===== src/rtl/cam_init_sequencer.sv =====
`default_nettype none
// ============================================================================
// Module      : cam_init_sequencer
// Description : Bring-up controller for the OV7670 camera path. It sequences
//               the camera PWDN/RESET pins, releases the SCCB config engine
//               once the sensor has settled, supervises the config with a
//               timeout and enables the capture datapath on success.
// Options     : CAM_INIT_RETRY_EN - when defined, a config timeout re-runs
//               the camera reset and config up to MAX_RETRIES extra times;
//               when undefined, a timeout goes straight to the fail state.
// Revision    : 1.0 - initial release
// ============================================================================
module cam_init_sequencer #(
   parameter int unsigned PWDN_CYCLES    = 25000,
   parameter int unsigned RST_CYCLES     = 25000,
   parameter int unsigned SETTLE_CYCLES  = 25000,
   parameter int unsigned TIMEOUT_CYCLES = 1000000,
   parameter int unsigned MAX_RETRIES    = 2
) (
   input  logic       xclk,
   input  logic       reset,
   input  logic       init_req,
   input  logic       cfg_done,
   output logic       cfg_start,
   output logic       cfg_reset,
   output logic       cam_pwdn,
   output logic       cam_resetn,
   output logic       capture_en,
   output logic       busy,
   output logic       init_ok,
   output logic       init_fail,
   output logic [1:0] retry_cnt
);

   // The single dwell timer must hold the largest terminal count.
   localparam int unsigned MAX_AB  = (PWDN_CYCLES > RST_CYCLES) ? PWDN_CYCLES : RST_CYCLES;
   localparam int unsigned MAX_CD  = (SETTLE_CYCLES > TIMEOUT_CYCLES) ? SETTLE_CYCLES : TIMEOUT_CYCLES;
   localparam int unsigned MAX_CYC = (MAX_AB > MAX_CD) ? MAX_AB : MAX_CD;
   localparam int unsigned TIMER_W = (MAX_CYC > 1) ? $clog2(MAX_CYC) : 1;

   localparam logic [TIMER_W-1:0] PWDN_LAST    = TIMER_W'(PWDN_CYCLES - 1);
   localparam logic [TIMER_W-1:0] RST_LAST     = TIMER_W'(RST_CYCLES - 1);
   localparam logic [TIMER_W-1:0] SETTLE_LAST  = TIMER_W'(SETTLE_CYCLES - 1);
   localparam logic [TIMER_W-1:0] TIMEOUT_LAST = TIMER_W'(TIMEOUT_CYCLES - 1);
   localparam logic [1:0]         RETRY_LIMIT  = 2'(MAX_RETRIES);

   typedef enum logic [2:0] {
      S_IDLE   = 3'd0,
      S_PWDN   = 3'd1,
      S_RST    = 3'd2,
      S_SETTLE = 3'd3,
      S_CFG    = 3'd4,
      S_DONE   = 3'd5,
      S_FAIL   = 3'd6
   } state_t;

   state_t             state;
   state_t             state_nxt;
   logic [TIMER_W-1:0] timer;
   logic [TIMER_W-1:0] timer_nxt;
   logic [1:0]         retry_nxt;
   logic               run_start;
   logic               retry_take;

   logic cfg_start_nxt;
   logic cfg_reset_nxt;
   logic cam_pwdn_nxt;
   logic cam_resetn_nxt;
   logic capture_en_nxt;
   logic busy_nxt;
   logic init_ok_nxt;
   logic init_fail_nxt;

   // Next-state, timer and retry bookkeeping; outputs are decoded from the
   // next state so every output register changes on the same edge as state.
   always_comb begin
      state_nxt      = state;
      run_start      = 1'b0;
      retry_take     = 1'b0;
      timer_nxt      = '0;
      retry_nxt      = retry_cnt;
      cfg_start_nxt  = 1'b0;
      cfg_reset_nxt  = 1'b1;
      cam_pwdn_nxt   = 1'b1;
      cam_resetn_nxt = 1'b0;
      capture_en_nxt = 1'b0;
      busy_nxt       = 1'b0;
      init_ok_nxt    = 1'b0;
      init_fail_nxt  = 1'b0;

      case (state)
         // init_req is only honoured when no sequence is in progress.
         S_IDLE, S_DONE, S_FAIL: begin
            if (init_req) begin
               state_nxt = S_PWDN;
               run_start = 1'b1;
            end
         end
         S_PWDN: begin
            if (timer == PWDN_LAST) state_nxt = S_RST;
         end
         S_RST: begin
            if (timer == RST_LAST) state_nxt = S_SETTLE;
         end
         S_SETTLE: begin
            if (timer == SETTLE_LAST) state_nxt = S_CFG;
         end
         // Done takes priority over a timeout landing on the same edge.
         S_CFG: begin
            if (cfg_done) begin
               state_nxt = S_DONE;
            end else if (timer == TIMEOUT_LAST) begin
`ifdef CAM_INIT_RETRY_EN
               if (retry_cnt < RETRY_LIMIT) begin
                  state_nxt  = S_RST;
                  retry_take = 1'b1;
               end else begin
                  state_nxt = S_FAIL;
               end
`else
               state_nxt = S_FAIL;
`endif
            end
         end
         default: state_nxt = S_IDLE;
      endcase

      // Timer restarts on every state entry and only runs in timed states.
      if (state_nxt == state) begin
         case (state)
            S_PWDN, S_RST, S_SETTLE, S_CFG: timer_nxt = timer + 1'b1;
            default:                        timer_nxt = '0;
         endcase
      end

      if (run_start) begin
         retry_nxt = 2'd0;
      end else if (retry_take && (retry_cnt != RETRY_LIMIT)) begin
         retry_nxt = retry_cnt + 2'd1;
      end

      case (state_nxt)
         S_PWDN: begin
            busy_nxt = 1'b1;
         end
         S_RST: begin
            busy_nxt     = 1'b1;
            cam_pwdn_nxt = 1'b0;
         end
         S_SETTLE: begin
            busy_nxt       = 1'b1;
            cam_pwdn_nxt   = 1'b0;
            cam_resetn_nxt = 1'b1;
         end
         S_CFG: begin
            busy_nxt       = 1'b1;
            cam_pwdn_nxt   = 1'b0;
            cam_resetn_nxt = 1'b1;
            cfg_reset_nxt  = 1'b0;
            cfg_start_nxt  = 1'b1;
         end
         // Start drops on entry so the idle engine does not re-run.
         S_DONE: begin
            cam_pwdn_nxt   = 1'b0;
            cam_resetn_nxt = 1'b1;
            cfg_reset_nxt  = 1'b0;
            capture_en_nxt = 1'b1;
            init_ok_nxt    = 1'b1;
         end
         S_FAIL: begin
            init_fail_nxt = 1'b1;
         end
         default: begin
         end
      endcase
   end

   // State, dwell timer and registered outputs.
   always_ff @(posedge xclk or posedge reset) begin
      if (reset) begin
         state      <= S_IDLE;
         timer      <= '0;
         retry_cnt  <= 2'd0;
         cfg_start  <= 1'b0;
         cfg_reset  <= 1'b1;
         cam_pwdn   <= 1'b1;
         cam_resetn <= 1'b0;
         capture_en <= 1'b0;
         busy       <= 1'b0;
         init_ok    <= 1'b0;
         init_fail  <= 1'b0;
      end else begin
         state      <= state_nxt;
         timer      <= timer_nxt;
         retry_cnt  <= retry_nxt;
         cfg_start  <= cfg_start_nxt;
         cfg_reset  <= cfg_reset_nxt;
         cam_pwdn   <= cam_pwdn_nxt;
         cam_resetn <= cam_resetn_nxt;
         capture_en <= capture_en_nxt;
         busy       <= busy_nxt;
         init_ok    <= init_ok_nxt;
         init_fail  <= init_fail_nxt;
      end
   end

endmodule
`default_nettype wire

===== config.mk =====
export PLATFORM = sky130hd
export DESIGN_NAME = cam_init_sequencer
export DESIGN_NICKNAME = d
export VERILOG_FILES = /design/src/rtl/cam_init_sequencer.sv
export SDC_FILE = /design/constraint.sdc
export NUM_CORES = 1
export LEC_CHECK = 0
export CELL_PAD_IN_SITES_DETAIL_PLACEMENT = 1
export CELL_PAD_IN_SITES_GLOBAL_PLACEMENT = 2
export CORE_UTILIZATION = 39
export CTS_CLUSTER_DIAMETER = 100
export DETAILED_ROUTE_END_ITERATION = 7
export PLACE_DENSITY = 0.94
export SETUP_SLACK_MARGIN = 0.2
export SLEW_MARGIN = 20
export SYNTH_ARGS = -nofsm -noshare
export SYNTH_HDL_FRONTEND = slang
export SYNTH_SLANG_ARGS = --single-unit

===== constraint.sdc =====
create_clock -name xclk -period 3.55 [get_ports xclk]
set_input_delay 0.71 -clock xclk [delete_from_list [all_inputs] [get_ports xclk]]
set_output_delay 0.71 -clock xclk [all_outputs]
set_load 0.02 [all_outputs]

# Yosys cells after proc, flatten, opt, wreduce, memory -nomap -nowiden
# Cells that the tools add are included.
[totals] regBits=30 input_bits=4 output_inout_bits=10 elab_cells=48
[classes] reduce_logical=7 n_addsub=1 eq_ne=15 n_mux=16
[ops] cell="two-way mux 20 bit" count=2
[ops] cell="adder 20 x 1 -> 20 bit, second input constant" count=1
[ops] cell="== test 20 x 15 -> 1 bit, second input constant" count=1
[ops] cell="== test 20 bit, second input constant" count=1
[ops] cell="== test 3 bit, second input constant" count=6
[ops] cell="two-way mux 3 bit" count=6
[ops] cell="one-hot mux 3 bit (5 select lines)" count=1
[ops] cell="== test 3 x 2 -> 1 bit, second input constant" count=4
[ops] cell="OR reduction 4 bit" count=3
[ops] cell="two-way mux 1 bit" count=7
[ops] cell="== test 3 x 1 -> 1 bit, second input constant" count=2
[ops] cell="OR reduction 3 bit" count=2
[ops] cell="== test 3 bit" count=1
[ops] cell="logical NOT 3 bit" count=1
[ops] cell="OR reduction 2 bit" count=1

# Depth between registers and ports, before layout
# Gate-level depths: netlist (run 1).
[depth] depth_word=7 depth_mapped=7 ltp_nobuf=7

# Worst setup path before layout (run 1)
# No wires, ideal clock.
[synth_timing] path_type="input port to flip-flop" from="input cfg_done" to="register timer[11]" required_ns=3.429 path_slack_ns=1.631 path_stages=6 setup_time_ns=0.121 arrival_ns=1.798 n_path_buf=1 cell_sequence="nor3_1 > nand4_1 > nor4_4 > a21o_1 > buf_2 > nor2_1"
[synth_between] elab_chain_len=4
[synth_lines] item="from (decl)" line_no="23" text="input logic cfg_done,"
[synth_lines] item="two-way mux 3 bit" line_no="110" text="if (cfg_done) begin"
[synth_lines] item="one-hot mux 3 bit (5 select lines)" line_no="91" text="case (state)"
[synth_lines] item="== test 3 bit" line_no="129" text="if (state_nxt == state) begin"
[synth_lines] item="two-way mux 20 bit" line_no="129"
[synth_lines] item="net timer_nxt[11]" line_no="60" text="logic [TIMER_W-1:0] timer_nxt;"
[synth_lines] item="to (signal assigned)" line_no="194" text="timer <= timer_nxt;"
[synth_lines] item="to (decl)" line_no="59" text="logic [TIMER_W-1:0] timer;"
# The timed path passes the listed nets, and every way through them passes these cells.

# Final worst setup path (run 1)
[layout_timing] from="input cfg_done" to="register timer[10]"
# The elaborated chain is that of the path after synthesis.

==> results of run 1 <==
worst register-to-register path, cell delays in order (launching register included):
cell	delay, ns
dfrtp_1	0.46
nor4b_1	0.44
nand3_1	0.18
nor4_4	0.45
a21o_1	0.56
nor2_1	0.13
synth_stat cells, drive strengths merged, types with 2 or more instances:
library cell  number  area (um2)
and2               5        32.5
nor3               5        25.0
nand3              8        40.0
buf                6        37.5
dfrtp             28         701
nand2             11        41.3
nor4b              2        23.8
o21ai              4        20.0
nor4               6        58.8
xnor2             12         105
dfstp              2        52.6
inv                6        22.5
nand4              6        37.5
clkbuf             3        11.3
a21oi              4        31.3
nor2              30         113
and3               2        13.8
xor2               7        61.3
cells in the final DEF (no fill, tap or decap), types with 2 or more instances in the layout:
master / count
a21oi_1: 3
dfstp_2: 2
nor3_1: 5
nor4_1: 4
clkdlybuf4s50_1: 11
nand2_1: 11
and2_1: 4
o21ai_0: 4
clkbuf_8: 6
inv_1: 5
dfrtp_1: 28
nand4_1: 6
xor2_1: 7
nor2_1: 30
xnor2_1: 12
nand3_1: 8
conb_1: 2
per-stage QoR:
stage	cells	hold slack [ns]
after CTS	223	0.466
after global placement	215	0.438
after detailed placement	215	0.456
after global routing	223	0.478
final	223	0.461
after floorplan	164	0.424
flip-flops by register name, indices dropped and copies added (netlist names):
name / flops
cam_resetn: 1
cfg_reset: 1
state: 3
timer: 20
init_fail: 1
init_ok: 1
cfg_start: 1
cam_pwdn: 1
busy: 1
worst paths after layout:
check                      startpoint        end  slack [ns]  cells past startpoint
max                          cfg_done  timer[10]        0.97                      6
max in group asynchronous       reset   cam_pwdn        2.43                      3
min in group asynchronous       reset  cfg_start        0.81                      3
min reg2reg                  timer[0]   timer[0]        0.46                      1
min                          timer[0]   timer[0]        0.46                      1
max reg2reg                  timer[7]  timer[10]        1.20                      5
layout make-up:
type                    instances  share of cell area [%]
well taps                      48                    3.34
flip-flops and latches         30                    41.9
repair buffers                 12                    6.54
multi-input cells             119                    41.9
clock inverters                 1                   0.278
inverters                       6                    1.25
clock buffers                   7                    4.80
report_power, final:
part | switching (uW) | leakage [uW] | internal, uW
Combinational | 64.9 | 0.000319 | 57.3
Sequential | 48.3 | 0.000388 | 382
Clock | 118 | 0.0000482 | 156
Total | 231 | 0.000755 | 595
layer usage:
layer	GRT usage (%)	wire length, um	vias to the layer above	part of all wire [%]
met3	4.69	125	5	3.8
met1	19.8	1430	594	43
met4	7.34	60	0	1.8
met5	0	0	-	0
li1	-	-	578	-
met2	30.4	1700	23	51
cells by family (layout without fill, tap and decap cells):
family | Yosys count | count (layout)
flops | 30 | 30
buf+inv | 15 | 26
xor+xnor | 19 | 19
fa+ha+maj | 1 | 1
simple gates | 80 | 80
compound gates | 17 | 17
other cells | 1 | 2
==> qor.yml, run 1 <==
run_status:
  outcome: "complete, no violations"
detailed_routing:
  vias_per_cell: 5.38
  routedWlPerCell_um: 14.8
  via_count: 1200
  ant_nets: 0
  drtIter0Drc: 65
  drc: 0
  wirelength_um: 3310
  drt_first_pass_iters: 4
timing:
  rsz0062_at_grt: "no"
  post-route-period-util_pct: 72.6
  finClkSkew_ns: 0.00336
  finalHoldViolCount: 0
  timing_worst_slew_pin_value_ns: 0.651
  min_period_ns: 2.58
  setup_slack_ns: 0.974
  relSlewSlack_pct: 56.6
  setup_tns_ns: 0
  fmax_ghz: 0.388
  setup_viol_count_final: 0
  finalMaxSlewViolations: 0
critical_path:
  cp.arrival_ns: 2.71
  crit_required_ns: 3.68
  path_max_fanout: 20
  start_kind: "primary input"
  critPathTopFamily: "simple AND/OR/NAND/NOR gates"
  path_buf_inv: 1
  crit_path_top_delay_cell: "a21o_1"
  path_cells: "clkdlybuf4s50_1 -> nor3_1 -> nand4_1 -> nor4_4 -> a21o_1 -> nor2_1"
  slowest_delay_ns: 0.56
  critPathKind: "in2reg"
  worstSetupEndpointType: "flop"
synth:
  synth-seq-cells: 30
  synthMuxAreaShare_pct: 0
  synth_compound_area_share_pct: 8.51
  syn_inst: 163
  yosysSeqAreaShare_pct: 47.9
  synth_xor_area_share_pct: 10.6
  synth_fa_ha_area_share_pct: 0.795
  async_reset_ff_share_pct: 100
  avgSynthCellArea_um2: 9.66
  synthFlopType: "dfrtp_1"
  synth_top_family_by_area: "simple AND/OR/NAND/NOR gates"
  syn-cell-area_mm2: 0.00157
  ys_types: 42
  yosys.area_share.simple_pct: 27.5
  yosysWarnings: 0
  synth_edf_count: 0
global_routing:
  grt_max_degree: 31
  grt_pass1_wl_um: 5500
  grt-ovfl-total: 0
  first_global_vias: 1200
  track_usage_pct: 17.4
  antenna_found_initial: 0
placed_design:
  portBuffers: 11
  dp.final_hpwl_um: 2340
  place_area_mm2: 0.00171
  place_congestion: 0.839
  pre_cts_slack_ns: 0.652
power:
  p_leak_uw: 0.000755
  total_power_uw: 826
  pwr_density_cell_mw_per_mm2: 460
  ir_worst_vdd_mv: 0.316
clocking:
  hold_buffers: 0
  ctsLongestPathBuffers: 2
  cts_setup_buffers: 0
  cts.root.buffer_cell: "clkbuf_8"
  cts.clk_slew.worst_paths_ns: 0.06
  post_cts_resized: 0
  cts_tree: "built"
  htree_num_levels: 2
  clock_sinks: 30
  cts_made_buffers: 5
  insertion_delay_ns: 0.28
floorplan:
  fp.coreArea_mm2: 0.00377
  initial_utilization_pct: 41.7
  fp.dieW_um: 65.5
  rows: 22
  die_h_um: 65.5
  io-pin-count: 14
  die_area_mm2: 0.00429
finish:
  syn2layout_area_growth_pct: 14.2
  seqCellArea_um2: 753
  antenna_cells: 0
  post-route-util_pct: 47.7
  nFillCells: 444
  drive_gt1_share_pct: 11.4
  multiInputGateArea_um2: 753
  fin_nets: 179
  stdcell_area_mm2: 0.00180
worst_hold_path:
  hp-class: "reg2reg"
flow_run:
  cap_viol_max_count: 0
Power figures use the tool's default switching activity.
==> inputs of run 2 (changes only) <==
--- a/config.mk
+++ b/config.mk
@@ -7,10 +7,10 @@
 export LEC_CHECK = 0
 export CELL_PAD_IN_SITES_DETAIL_PLACEMENT = 1
 export CELL_PAD_IN_SITES_GLOBAL_PLACEMENT = 2
-export CORE_UTILIZATION = 39
+export CORE_UTILIZATION = 32
 export CTS_CLUSTER_DIAMETER = 100
 export DETAILED_ROUTE_END_ITERATION = 7
-export PLACE_DENSITY = 0.94
+export PLACE_DENSITY = 0.83
 export SETUP_SLACK_MARGIN = 0.2
 export SLEW_MARGIN = 20
 export SYNTH_ARGS = -nofsm -noshare
==> constraint.sdc (replaced) <==
create_clock -name xclk -period 2.05 [get_ports xclk]
set_input_delay 0.41 -clock xclk [delete_from_list [all_inputs] [get_ports xclk]]
set_output_delay 0.41 -clock xclk [all_outputs]
set_load 0.02 [all_outputs]
==> run 2 against run 1 <==
Against the previous run:
- sequential share of layout area fell by 7.5 points
- final area rose by 23%
- die area rose by 21%
- register-to-register slack got worse by 1.1 ns
- combinational power rose by 140%
- final cell count rose by 19%
- power rose by 80%
- first-iteration DRC count fell by 35%
- setup slack got worse by 0.87 ns
- global-route usage fell by 0.47 points
- sequential cell count did not move
- largest cell class is now multi-input combinational cells
- clock skew rose by 0.0022 ns
==> qor.yml, run 2 (same netlist as run 1, synthesis figures left out) <==
floorplan:
  die_h_um: 72.1
  die_area_mm2: 0.00520
  io-pin-count: 14
  initial_utilization_pct: 33.3
  rows: 25
  fp.dieW_um: 72.1
  fp.coreArea_mm2: 0.00472
detailed_routing:
  drc: 0
  vias_per_cell: 5.00
  via_count: 1325
  drt_first_pass_iters: 5
  wirelength_um: 4510
  ant_nets: 0
  drtIter0Drc: 42
  routedWlPerCell_um: 17.0
finish:
  syn2layout_area_growth_pct: 40.2
  largestRegisters: "timer (20), state (3)"
  stdcell_area_mm2: 0.00221
  multiInputGateArea_um2: 910
  drive_gt1_share_pct: 33.8
  final_cell_mix: "dfrtp_1, nor2_1, buf_4"
  nFillCells: 539
  antenna_cells: 0
  regMostFlops: "timer"
  seqCellArea_um2: 758
  final_common_cell: "dfrtp_1"
  fin_nets: 202
  largest_register_ffs: 20
timing:
  min_period_ns: 1.95
  setup_viol_count_final: 0
  fmax_ghz: 0.514
  post-route-period-util_pct: 94.9
  finalHoldViolCount: 0
  finClkSkew_ns: 0.00560
  finalMaxSlewViolations: 0
  rsz0062_at_grt: "yes"
  hold_ws_ns: 0.508
global_routing:
  use_met3_pct: 4.31
  met2_usage_pct: 31.0
  met1_usage_pct: 18.7
  track_usage_pct: 16.9
  grt_pass1_wl_um: 6670
  antenna_found_initial: 0
  grt_max_degree: 31
  globalRoute.busiestLayer: "met2"
  grt-ovfl-total: 0
  first_global_vias: 1387
clocking:
  hold_buffers: 0
  cts.root.buffer_cell: "clkbuf_8"
  ctsLongestPathBuffers: 2
  clock_sinks: 30
  insertion_delay_ns: 0.28
  cts_made_buffers: 5
  cts.clk_slew.worst_paths_ns: 0.06
  htree_num_levels: 2
  cts_tree: "built"
critical_path:
  cp.arrival_ns: 2.09
  crit_required_ns: 2.20
  crit_start: "timer[6]"
  worstSetupEndpointType: "flop"
  start_kind: "flop"
  path_max_fanout: 4
  worstReg2RegStart: "timer[6]"
  critPathKind: "reg2reg"
power:
  ir_worst_vdd_mv: 0.454
  pwr_density_cell_mw_per_mm2: 675
  p_leak_uw: 0.000882
flow_run:
  cap_viol_max_count: 0
placed_design:
  dp.final_hpwl_um: 2630
  portBuffers: 11
  place_area_mm2: 0.00180
  place_congestion: 0.799
worst_hold_path:
  hp-class: "in2async"
run_status:
  outcome: "complete, no violations"
-- run 2: changes by cell type in the layout (fill, tap and decap cells not counted), sizes merged --
| cell | delta |
|---|---|
| buf | +21 |
| clkbuf | +3 |
| clkinv | -1 |
-- run 2: worst paths after layout --
path | cells past startpoint | end | slack (ns)
min in group xclk | 2 | timer[4] | 0.56
worst min register to register | 2 | timer[4] | 0.56
worst min-delay path | 3 | cfg_start | 0.51
worst max register to register | 8 | cam_resetn | 0.10
worst max-delay path | 8 | cam_resetn | 0.10
max in group asynchronous | 3 | cfg_reset | 1.22
-- run 2: cell type report --
type,count,share of cell area (%)
multi-input cells,119,41.2
flip-flops and latches,30,34.4
repair buffers,35,16.0
well taps,67,3.80
clock buffers,8,3.63
inverters,6,1.02
-- run 2: per-stage QoR --
| stage | setup WS (ns) | util (%) | power (uW) | cells | setup TNS (ns) |
|---|---|---|---|---|---|
| 2_1_floorplan | 0.223 | - | 906 | 164 | 0 |
| 3_3_place_gp | 0.0203 | 38.2 | 962 | 242 | 0 |
| 3_5_place_dp | -0.0605 | 38.2 | 988 | 242 | -0.693 |
| 4_1_cts | 0.166 | 41.8 | 1470 | 256 | 0 |
| 5_1_grt | -0.0134 | 46.7 | 1570 | 265 | -0.0134 |
| 6_report | 0.104 | 46.7 | 1490 | 265 | 0 |
-- run 2: layer usage --
layer	wire length, um	part of all wire [%]	vias up
li1	-	-	619
met1	1730	38	671
met2	2600	58	26
met3	117	2.6	9
met4	75	1.7	0
met5	0	0	-
-- run 2: repair_timing --
action | in CTS | in global routing
resized for setup | 11 | 32
pin swaps | 9 | 15
cloned | 0 | 3
setup buffers | 6 | 6
setup endpoints to repair | 25 | 26
-- run 2: power breakdown --
part | switching (uW) | internal (uW) | leakage [uW]
Combinational | 147 | 143 | 0.000462
Sequential | 83.0 | 662 | 0.000381
Clock | 214 | 241 | 0.0000395
Total | 444 | 1050 | 0.000882
-- run 2: critical path, cell delays in order, from the launching register on --
cell and delay [ns]:
dfrtp_1 0.42, nor4_4 0.34, nand3b_4 0.13, buf_6 0.15
nor4_4 0.32, buf_4 0.21, a21oi_4 0.04, inv_2 0.08
o21ai_0 0.10
